**config.mk**
```make
export PLATFORM = sky130hd
export DESIGN_NAME = arm_multicycle_ctrl
export DESIGN_NICKNAME = d
export VERILOG_FILES = /design/src/rtl/arm_ctrl_pkg.sv /design/src/rtl/arm_multicycle_ctrl_condlogic.sv /design/src/rtl/arm_multicycle_ctrl.sv
export SDC_FILE = /design/constraint.sdc
export NUM_CORES = 1
export LEC_CHECK = 0
export CAP_MARGIN = 20
export CORE_UTILIZATION = 41
export CTS_CLUSTER_DIAMETER = 30
export DETAILED_ROUTE_END_ITERATION = 8
export PLACE_DENSITY = 0.79
export REMOVE_ABC_BUFFERS = 1
export SLEW_MARGIN = 20
export SYNTH_ARGS = -nofsm -noshare
export SYNTH_HDL_FRONTEND = slang
export SYNTH_HIERARCHICAL = 1
export SYNTH_SLANG_ARGS = --single-unit
```
**constraint.sdc**
```tcl
create_clock -name clk -period 2.49 [get_ports clk]
set_clock_uncertainty 0.15 [all_clocks]
set_input_delay 0.3735 -clock clk [delete_from_list [all_inputs] [get_ports clk]]
set_output_delay 0.3735 -clock clk [all_outputs]
set_load 0.05 [all_outputs]
```
**src/rtl/arm_ctrl_pkg.sv**
```systemverilog
// Shared encodings for the multicycle ARM-subset controller: FSM states,
// datapath mux selects, ALU operations, data-processing commands and
// condition codes.
package arm_ctrl_pkg;

    typedef enum logic [3:0] {
        S_FETCH  = 4'd0,
        S_DECODE = 4'd1,
        S_MEMADR = 4'd2,
        S_MEMRD  = 4'd3,
        S_MEMWB  = 4'd4,
        S_MEMWR  = 4'd5,
        S_EXECR  = 4'd6,
        S_EXECI  = 4'd7,
        S_ALUWB  = 4'd8,
        S_BRANCH = 4'd9
    } state_t;

    // ALUControl
    localparam logic [1:0] ALU_ADD = 2'b00;
    localparam logic [1:0] ALU_SUB = 2'b01;
    localparam logic [1:0] ALU_AND = 2'b10;
    localparam logic [1:0] ALU_ORR = 2'b11;

    // ResultSrc
    localparam logic [1:0] RES_ALUOUT    = 2'b00;
    localparam logic [1:0] RES_MEMDATA   = 2'b01;
    localparam logic [1:0] RES_ALURESULT = 2'b10;

    // ALUSrcB
    localparam logic [1:0] SRCB_REG  = 2'b00;
    localparam logic [1:0] SRCB_IMM  = 2'b01;
    localparam logic [1:0] SRCB_FOUR = 2'b10;

    // Instruction class (op field)
    localparam logic [1:0] OP_DP  = 2'b00;
    localparam logic [1:0] OP_MEM = 2'b01;
    localparam logic [1:0] OP_BR  = 2'b10;

    // Data-processing commands (funct[4:1])
    localparam logic [3:0] CMD_AND = 4'b0000;
    localparam logic [3:0] CMD_SUB = 4'b0010;
    localparam logic [3:0] CMD_ADD = 4'b0100;
    localparam logic [3:0] CMD_ORR = 4'b1100;

    // Condition codes
    localparam logic [3:0] COND_EQ = 4'b0000;
    localparam logic [3:0] COND_NE = 4'b0001;
    localparam logic [3:0] COND_CS = 4'b0010;
    localparam logic [3:0] COND_CC = 4'b0011;
    localparam logic [3:0] COND_MI = 4'b0100;
    localparam logic [3:0] COND_PL = 4'b0101;
    localparam logic [3:0] COND_VS = 4'b0110;
    localparam logic [3:0] COND_VC = 4'b0111;
    localparam logic [3:0] COND_HI = 4'b1000;
    localparam logic [3:0] COND_LS = 4'b1001;
    localparam logic [3:0] COND_GE = 4'b1010;
    localparam logic [3:0] COND_LT = 4'b1011;
    localparam logic [3:0] COND_GT = 4'b1100;
    localparam logic [3:0] COND_LE = 4'b1101;
    localparam logic [3:0] COND_AL = 4'b1110;
    localparam logic [3:0] COND_NV = 4'b1111;

    function automatic logic cmd_supported(input logic [3:0] cmd);
        return (cmd == CMD_ADD) || (cmd == CMD_SUB) ||
               (cmd == CMD_AND) || (cmd == CMD_ORR);
    endfunction

    function automatic logic [1:0] cmd_to_alu(input logic [3:0] cmd);
        logic [1:0] v_alu;
        case (cmd)
            CMD_SUB: v_alu = ALU_SUB;
            CMD_AND: v_alu = ALU_AND;
            CMD_ORR: v_alu = ALU_ORR;
            default: v_alu = ALU_ADD;
        endcase
        return v_alu;
    endfunction

endpackage

```
**src/rtl/arm_multicycle_ctrl_condlogic.sv**
```systemverilog
// Condition logic: stored NZCV flags, CondEx evaluation and gating of the
// raw write enables coming from the FSM. Reset low forces every enable off
// in the same cycle so an aborted instruction cannot commit anything.
module condlogic
    import arm_ctrl_pkg::*;
(
    input  logic       i_clk,
    input  logic       i_rst_n,
    input  logic [3:0] i_cond,
    input  logic [3:0] i_alu_flags,
    input  logic [1:0] i_flag_w,
    input  logic       i_pc_fetch,
    input  logic       i_ir_w,
    input  logic       i_reg_w,
    input  logic       i_mem_w,
    input  logic       i_branch,
    input  logic       i_rd_is_pc,
    output logic       o_cond_ex,
    output logic       o_pc_write,
    output logic       o_ir_write,
    output logic       o_reg_write,
    output logic       o_mem_write
);

    logic [3:0] r_flags;
    logic       w_n, w_z, w_c, w_v;
    logic       w_cond_ex;

    assign w_n = r_flags[3];
    assign w_z = r_flags[2];
    assign w_c = r_flags[1];
    assign w_v = r_flags[0];

    // Evaluate the instruction condition against the stored flags
    always_comb begin
        w_cond_ex = 1'b0;
        case (i_cond)
            COND_EQ: w_cond_ex = w_z;
            COND_NE: w_cond_ex = ~w_z;
            COND_CS: w_cond_ex = w_c;
            COND_CC: w_cond_ex = ~w_c;
            COND_MI: w_cond_ex = w_n;
            COND_PL: w_cond_ex = ~w_n;
            COND_VS: w_cond_ex = w_v;
            COND_VC: w_cond_ex = ~w_v;
            COND_HI: w_cond_ex = w_c & ~w_z;
            COND_LS: w_cond_ex = ~w_c | w_z;
            COND_GE: w_cond_ex = (w_n == w_v);
            COND_LT: w_cond_ex = (w_n != w_v);
            COND_GT: w_cond_ex = ~w_z & (w_n == w_v);
            COND_LE: w_cond_ex = w_z | (w_n != w_v);
            COND_AL: w_cond_ex = 1'b1;
            default: w_cond_ex = 1'b0;
        endcase
    end

    // NZ and CV halves of the flag register update independently, only when the instruction executes
    always_ff @(posedge i_clk) begin
        if (!i_rst_n) begin
            r_flags <= 4'b0000;
        end else begin
            if (i_flag_w[1] && w_cond_ex) r_flags[3:2] <= i_alu_flags[3:2];
            if (i_flag_w[0] && w_cond_ex) r_flags[1:0] <= i_alu_flags[1:0];
        end
    end

    assign o_cond_ex   = w_cond_ex;
    assign o_pc_write  = i_rst_n & (i_pc_fetch | (i_branch & w_cond_ex) |
                                    (i_reg_w & w_cond_ex & i_rd_is_pc));
    assign o_ir_write  = i_rst_n & i_ir_w;
    assign o_reg_write = i_rst_n & i_reg_w & w_cond_ex;
    assign o_mem_write = i_rst_n & i_mem_w & w_cond_ex;

endmodule

```
**src/rtl/arm_multicycle_ctrl.sv**
```systemverilog
// Multicycle controller for the 32-bit ARM subset (DP reg/imm, LDR/STR, B).
// FSM and instruction decode live here; condlogic holds flags and gating.
//
//   state  | meaning
//   -------+------------------------------------------------------------
//   FETCH  | read instr at PC into IR, PC <= PC+4
//   DECODE | read registers, compute PC+8 for operand use
//   MEMADR | compute memory address Rn + imm
//   MEMRD  | read data memory at computed address
//   MEMWB  | write loaded data to Rd
//   MEMWR  | write register B to memory
//   EXECR  | ALU op with register operand
//   EXECI  | ALU op with immediate operand
//   ALUWB  | write ALU result to Rd
//   BRANCH | PC <= PC+8 + offset if condition holds
module arm_multicycle_ctrl
    import arm_ctrl_pkg::*;
(
    input  logic        clk,
    input  logic        reset,
    input  logic [19:0] Instr,
    input  logic [3:0]  ALUFlags,
    output logic        PCWrite,
    output logic        MemWrite,
    output logic        RegWrite,
    output logic        IRWrite,
    output logic        AdrSrc,
    output logic        ALUSrcA,
    output logic [1:0]  ALUSrcB,
    output logic [1:0]  ResultSrc,
    output logic [1:0]  ImmSrc,
    output logic [1:0]  RegSrc,
    output logic [1:0]  ALUControl
);

    state_t     r_state;
    state_t     w_next;

    logic [3:0] w_cond;
    logic [1:0] w_op;
    logic [5:0] w_funct;
    logic [3:0] w_rd;
    logic       w_imm_op;
    logic [3:0] w_cmd;
    logic       w_s_or_l;
    logic       w_add_sub;
    logic       w_unused;

    logic [1:0] w_imm_dec;
    logic [1:0] w_reg_dec;

    logic       w_pc_fetch;
    logic       w_ir_w;
    logic       w_reg_w;
    logic       w_mem_w;
    logic       w_branch;
    logic [1:0] w_flag_w;
    logic       w_cond_ex;

    // Instr holds bits [31:12] of the instruction word
    assign w_cond    = Instr[19:16];
    assign w_op      = Instr[15:14];
    assign w_funct   = Instr[13:8];
    assign w_rd      = Instr[3:0];
    assign w_imm_op  = w_funct[5];
    assign w_cmd     = w_funct[4:1];
    assign w_s_or_l  = w_funct[0];
    assign w_add_sub = (w_cmd == CMD_ADD) || (w_cmd == CMD_SUB);
    assign w_unused  = ^Instr[7:4];

    // Single-cycle style decode of immediate format and register read sources
    always_comb begin
        w_imm_dec = 2'b00;
        w_reg_dec = 2'b00;
        case (w_op)
            OP_DP: begin
                w_imm_dec = 2'b00;
                w_reg_dec = 2'b00;
            end
            OP_MEM: begin
                w_imm_dec = 2'b01;
                w_reg_dec = w_s_or_l ? 2'b00 : 2'b10;
            end
            OP_BR: begin
                w_imm_dec = 2'b10;
                w_reg_dec = 2'b01;
            end
            default: begin
                w_imm_dec = 2'b00;
                w_reg_dec = 2'b00;
            end
        endcase
    end

    // State register
    always_ff @(posedge clk) begin
        if (!reset) r_state <= S_FETCH;
        else        r_state <= w_next;
    end

    // Next-state logic; op=11 and unsupported DP commands fall back to FETCH
    always_comb begin
        w_next = S_FETCH;
        case (r_state)
            S_FETCH:  w_next = S_DECODE;
            S_DECODE: begin
                case (w_op)
                    OP_DP:   w_next = !cmd_supported(w_cmd) ? S_FETCH :
                                      (w_imm_op ? S_EXECI : S_EXECR);
                    OP_MEM:  w_next = S_MEMADR;
                    OP_BR:   w_next = S_BRANCH;
                    default: w_next = S_FETCH;
                endcase
            end
            S_MEMADR: w_next = w_s_or_l ? S_MEMRD : S_MEMWR;
            S_MEMRD:  w_next = S_MEMWB;
            S_EXECR:  w_next = S_ALUWB;
            S_EXECI:  w_next = S_ALUWB;
            default:  w_next = S_FETCH;
        endcase
    end

    // Moore outputs per state; write enables leave here raw and are gated in condlogic
    always_comb begin
        w_pc_fetch = 1'b0;
        w_ir_w     = 1'b0;
        w_reg_w    = 1'b0;
        w_mem_w    = 1'b0;
        w_branch   = 1'b0;
        w_flag_w   = 2'b00;
        AdrSrc     = 1'b0;
        ALUSrcA    = 1'b0;
        ALUSrcB    = SRCB_REG;
        ResultSrc  = RES_ALUOUT;
        ImmSrc     = 2'b00;
        RegSrc     = 2'b00;
        ALUControl = ALU_ADD;
        case (r_state)
            S_FETCH: begin
                w_pc_fetch = 1'b1;
                w_ir_w     = 1'b1;
                ALUSrcA    = 1'b1;
                ALUSrcB    = SRCB_FOUR;
                ResultSrc  = RES_ALURESULT;
            end
            S_DECODE: begin
                ALUSrcA    = 1'b1;
                ALUSrcB    = SRCB_FOUR;
                ResultSrc  = RES_ALURESULT;
                ImmSrc     = w_imm_dec;
                RegSrc     = w_reg_dec;
            end
            S_MEMADR: begin
                ALUSrcB    = SRCB_IMM;
                ImmSrc     = w_imm_dec;
            end
            S_MEMRD: begin
                AdrSrc     = 1'b1;
            end
            S_MEMWB: begin
                ResultSrc  = RES_MEMDATA;
                w_reg_w    = 1'b1;
            end
            S_MEMWR: begin
                AdrSrc     = 1'b1;
                w_mem_w    = 1'b1;
            end
            S_EXECR: begin
                ALUSrcB    = SRCB_REG;
                ALUControl = cmd_to_alu(w_cmd);
                w_flag_w   = {w_s_or_l, w_s_or_l & w_add_sub};
            end
            S_EXECI: begin
                ALUSrcB    = SRCB_IMM;
                ImmSrc     = w_imm_dec;
                ALUControl = cmd_to_alu(w_cmd);
                w_flag_w   = {w_s_or_l, w_s_or_l & w_add_sub};
            end
            S_ALUWB: begin
                ResultSrc  = RES_ALUOUT;
                w_reg_w    = 1'b1;
            end
            S_BRANCH: begin
                ALUSrcB    = SRCB_IMM;
                ResultSrc  = RES_ALURESULT;
                ImmSrc     = w_imm_dec;
                w_branch   = 1'b1;
            end
            default: begin
                w_pc_fetch = 1'b0;
            end
        endcase
    end

    condlogic u_condlogic (
        .i_clk       (clk),
        .i_rst_n     (reset),
        .i_cond      (w_cond),
        .i_alu_flags (ALUFlags),
        .i_flag_w    (w_flag_w),
        .i_pc_fetch  (w_pc_fetch),
        .i_ir_w      (w_ir_w),
        .i_reg_w     (w_reg_w),
        .i_mem_w     (w_mem_w),
        .i_branch    (w_branch),
        .i_rd_is_pc  (w_rd == 4'hF),
        .o_cond_ex   (w_cond_ex),
        .o_pc_write  (PCWrite),
        .o_ir_write  (IRWrite),
        .o_reg_write (RegWrite),
        .o_mem_write (MemWrite)
    );

endmodule

```
==> out/qor.yml <==
route:
  viasPerCell: 5.63
  wl_per_cell_um: 13.2
  drt_iter0_drc: 23
  drtPass1Iterations: 4
  drc: 0
  wl_mm: 2.68
  ant_nets: 0
  vias: 1138
timing:
  final_critical_path_setup_slack_ps: -8.12
  finalCriticalPeriod_ps: 2500
  worst_slew_pin_slew_ps: 497
  whs_ps: 361
  hold_viol_final: 0
  fin_crit_sh: 1.00
  fmax_mhz: 400
  report.final.slew_viol_count: 0
  setup-violations-final: 1
  rsz0062_at_grt: "yes"
  max_slew_margin: 0.668
placed_design:
  placed_area_um2: 1460
  post-dp-hpwl_mm: 1.99
  portBuffers: 37
  dpl_worst_slack_ps: -379
  place_congestion: 0.825
worst_setup_path:
  critPathArrivalTime_ps: 1970
  r2r-start: "u_condlogic/r_flags[3]"
  r2r-end: "u_condlogic/r_flags[1]"
  end_kind: "output pin"
  cpPeakStageDelay_ps: 530
  crit_start: "u_condlogic/r_flags[2]"
  cp_max_fo: 5
  cp.required_ps: 1970
  crit_slowest_cell: "or4b_4"
  cp-start-kind: "register"
  r2r_cells: 8
  cp-endpoint: "PCWrite"
  crit_chain: "or4b_4, a311oi_2, a211o_4, a21oi_2, nor2b_2, buf_12"
  criticalPathCategory: "register to output pin"
  r2r_setup_slack_ps: 460
global_routing:
  overflow: 0
  grt_max_degree: 15
  grt.total_usage: 0.225
  grt_pass1_wl_mm: 4.41
  antenna_found_initial: 0
  grt_pass1_vias: 1015
yosys:
  synth_edf_count: 0
  synthFlopType: "dfxtp_1"
  yosysUniqueCellTypes: 47
  syn_area_per_cell_um2: 7.30
  synthArstFlopShare: 0
  synthCells: 128
  ys.warnings.count: 6
  synth_seq_cells: 8
  netlist_area_um2: 935
  yosysSeqAreaShare: 0.171
cells_and_area:
  fin_util: 0.755
  fillCellCount: 156
  fin_area_um2: 1540
  layout-drive-gt1-share: 0.303
  layout.nets: 203
  diodes: 0
  syn_to_final_growth_pct: 64.9
clocking:
  htreeDepth: 1
  clock_latency_ps: 260
  clock_sinks: 8
  clk_pin_slew_ps: 60
  cts_tree: "built"
  cts_buffer_depth: 2
  cts_buffers: 3
  root_buffer: "clkbuf_4"
outcome:
  violations: "negative setup slack"
  outcome: "complete, but fails checks"
die:
  core_area_um2: 2040
  die_h_um: 49.7
  dieArea_um2: 2470
  initial_utilization: 0.458
  ios: 42
  die_x_um: 49.7
  rows: 16
pwr:
  p_per_area_nw_per_um2: 311
  p_leak_nw: 0.668
  ir_worst_vdd_mv: 0.222
run:
  drv_cap: 0
hold_path:
  holdCritPathClass: "register to register"
sequential cells by signal, summed over array words and instances, names as in the netlist:
| signal | cells |
|---|---|
| r_state | 4 |
| u_condlogic/r_flags | 4 |
power breakdown:
part           internal, mW  switching, mW  leakage [nW]
Clock                0.0552         0.0446        0.0138
Combinational         0.118          0.119         0.586
Sequential            0.131         0.0114        0.0677
Total                 0.304          0.175         0.668
cells by family after synthesis:
kind of cell	count (synthesis)	synth area share
multiplexers	5	0.0535
AO/OA/AOI/OAI	27	0.213
AND/OR/NAND/NOR	71	0.448
XOR/XNOR	5	0.0469
buffers and inverters	12	0.0669
flip-flops	8	0.171
synthesized netlist by cell type (2+ instances only):
cell type | number | area share
a221oi_1 | 2 | 0.019
clkbuf_1 | 2 | 0.0080
nor4_1 | 2 | 0.013
nand4_1 | 2 | 0.013
nand3_1 | 2 | 0.011
mux2i_1 | 5 | 0.054
and3b_1 | 2 | 0.019
nand3b_1 | 2 | 0.016
nand2_1 | 14 | 0.056
nor3_1 | 10 | 0.054
and3_1 | 2 | 0.013
xor2_1 | 4 | 0.037
nand2_4 | 2 | 0.024
nor3b_1 | 2 | 0.016
buf_2 | 5 | 0.027
and2_1 | 2 | 0.013
o21ai_1 | 2 | 0.011
a21oi_1 | 9 | 0.048
nor2_1 | 8 | 0.032
a21o_1 | 2 | 0.016
nand2b_1 | 10 | 0.067
nor2b_1 | 3 | 0.020
inv_2 | 2 | 0.0080
dfxtp_1 | 8 | 0.17
o21ai_0 | 2 | 0.011
per-layer routing:
layer  GRT usage  share of wire
met1       0.271           0.44
met2       0.419           0.51
met3     0.00309          0.043
met4      0.0857          0.010
met5           0              0
worst min path at each step:
stage / start / end / slack, ps / cells past startpoint
final: u_condlogic/r_flags[1] / u_condlogic/r_flags[1] / 360 / 2
after global routing: u_condlogic/r_flags[0] / u_condlogic/r_flags[0] / 380 / 2
after CTS: u_condlogic/r_flags[0] / u_condlogic/r_flags[0] / 370 / 2
after detailed placement: u_condlogic/r_flags[1] / u_condlogic/r_flags[1] / 370 / 2
after global placement: u_condlogic/r_flags[1] / u_condlogic/r_flags[1] / 340 / 2
after floorplan: u_condlogic/r_flags[1] / u_condlogic/r_flags[1] / 320 / 2
layout by cell type (no fill, tap or decap), drive strengths merged, types with 2 or more instances in the layout:
cell type      Yosys  routed
a21oi              9       9
xor2               4       4
nor4               2       2
mux2i              5       5
nor3b              2       2
nand3b             2       2
clkdlybuf4s50      0      19
and2               3       3
nor2               8       8
and3b              2       2
nand3              2       2
clkbuf             2       3
nand2             16      16
buf                7      33
a211o              2       2
nor3              10      10
dfxtp              8       8
inv                3       3
nor2b              3       3
and3               2       2
o21ai              4       4
nand4              2       2
a21o               2       2
a221oi             2       2
nand2b            10      10
through the flow:
step                total power, mW  setup TNS, ps  std cells
finish                        0.479          -8.12        202
global route                  0.503           -220        202
CTS                           0.483          -49.8        202
detailed placement            0.372          -1480        194
global placement              0.368          -1210        194
floorplan                     0.252           -582        119
layout make-up:
cell class | count | area (µm²) | share of cell area
Multi-Input combinational cell | 108 | 724 | 0.470
Timing Repair Buffer | 53 | 581 | 0.377
Sequential cell | 8 | 169 | 0.110
Tap cell | 27 | 33.8 | 0.0219
Clock buffer | 3 | 22.5 | 0.0146
Inverter | 3 | 11.3 | 0.00731
timing repair:
| action | CTS | global route |
|---|---|---|
| buffers inserted | 5 | 0 |
| hold buffers | 0 | 0 |
| gates resized for setup | 24 | 4 |
| endpoints found under the setup margin | 3 | 4 |
| pin swaps | 5 | 1 |
| cloned | 0 | 0 |
worst max-delay path: cells and delay by family (launching register included):
kind | cells | cell delay, ps
simple gates | 2 | 700
flops | 1 | 340
buf+inv | 1 | 150
compound gates | 3 | 520
Note: power is estimated with default switching activity, not from simulation.
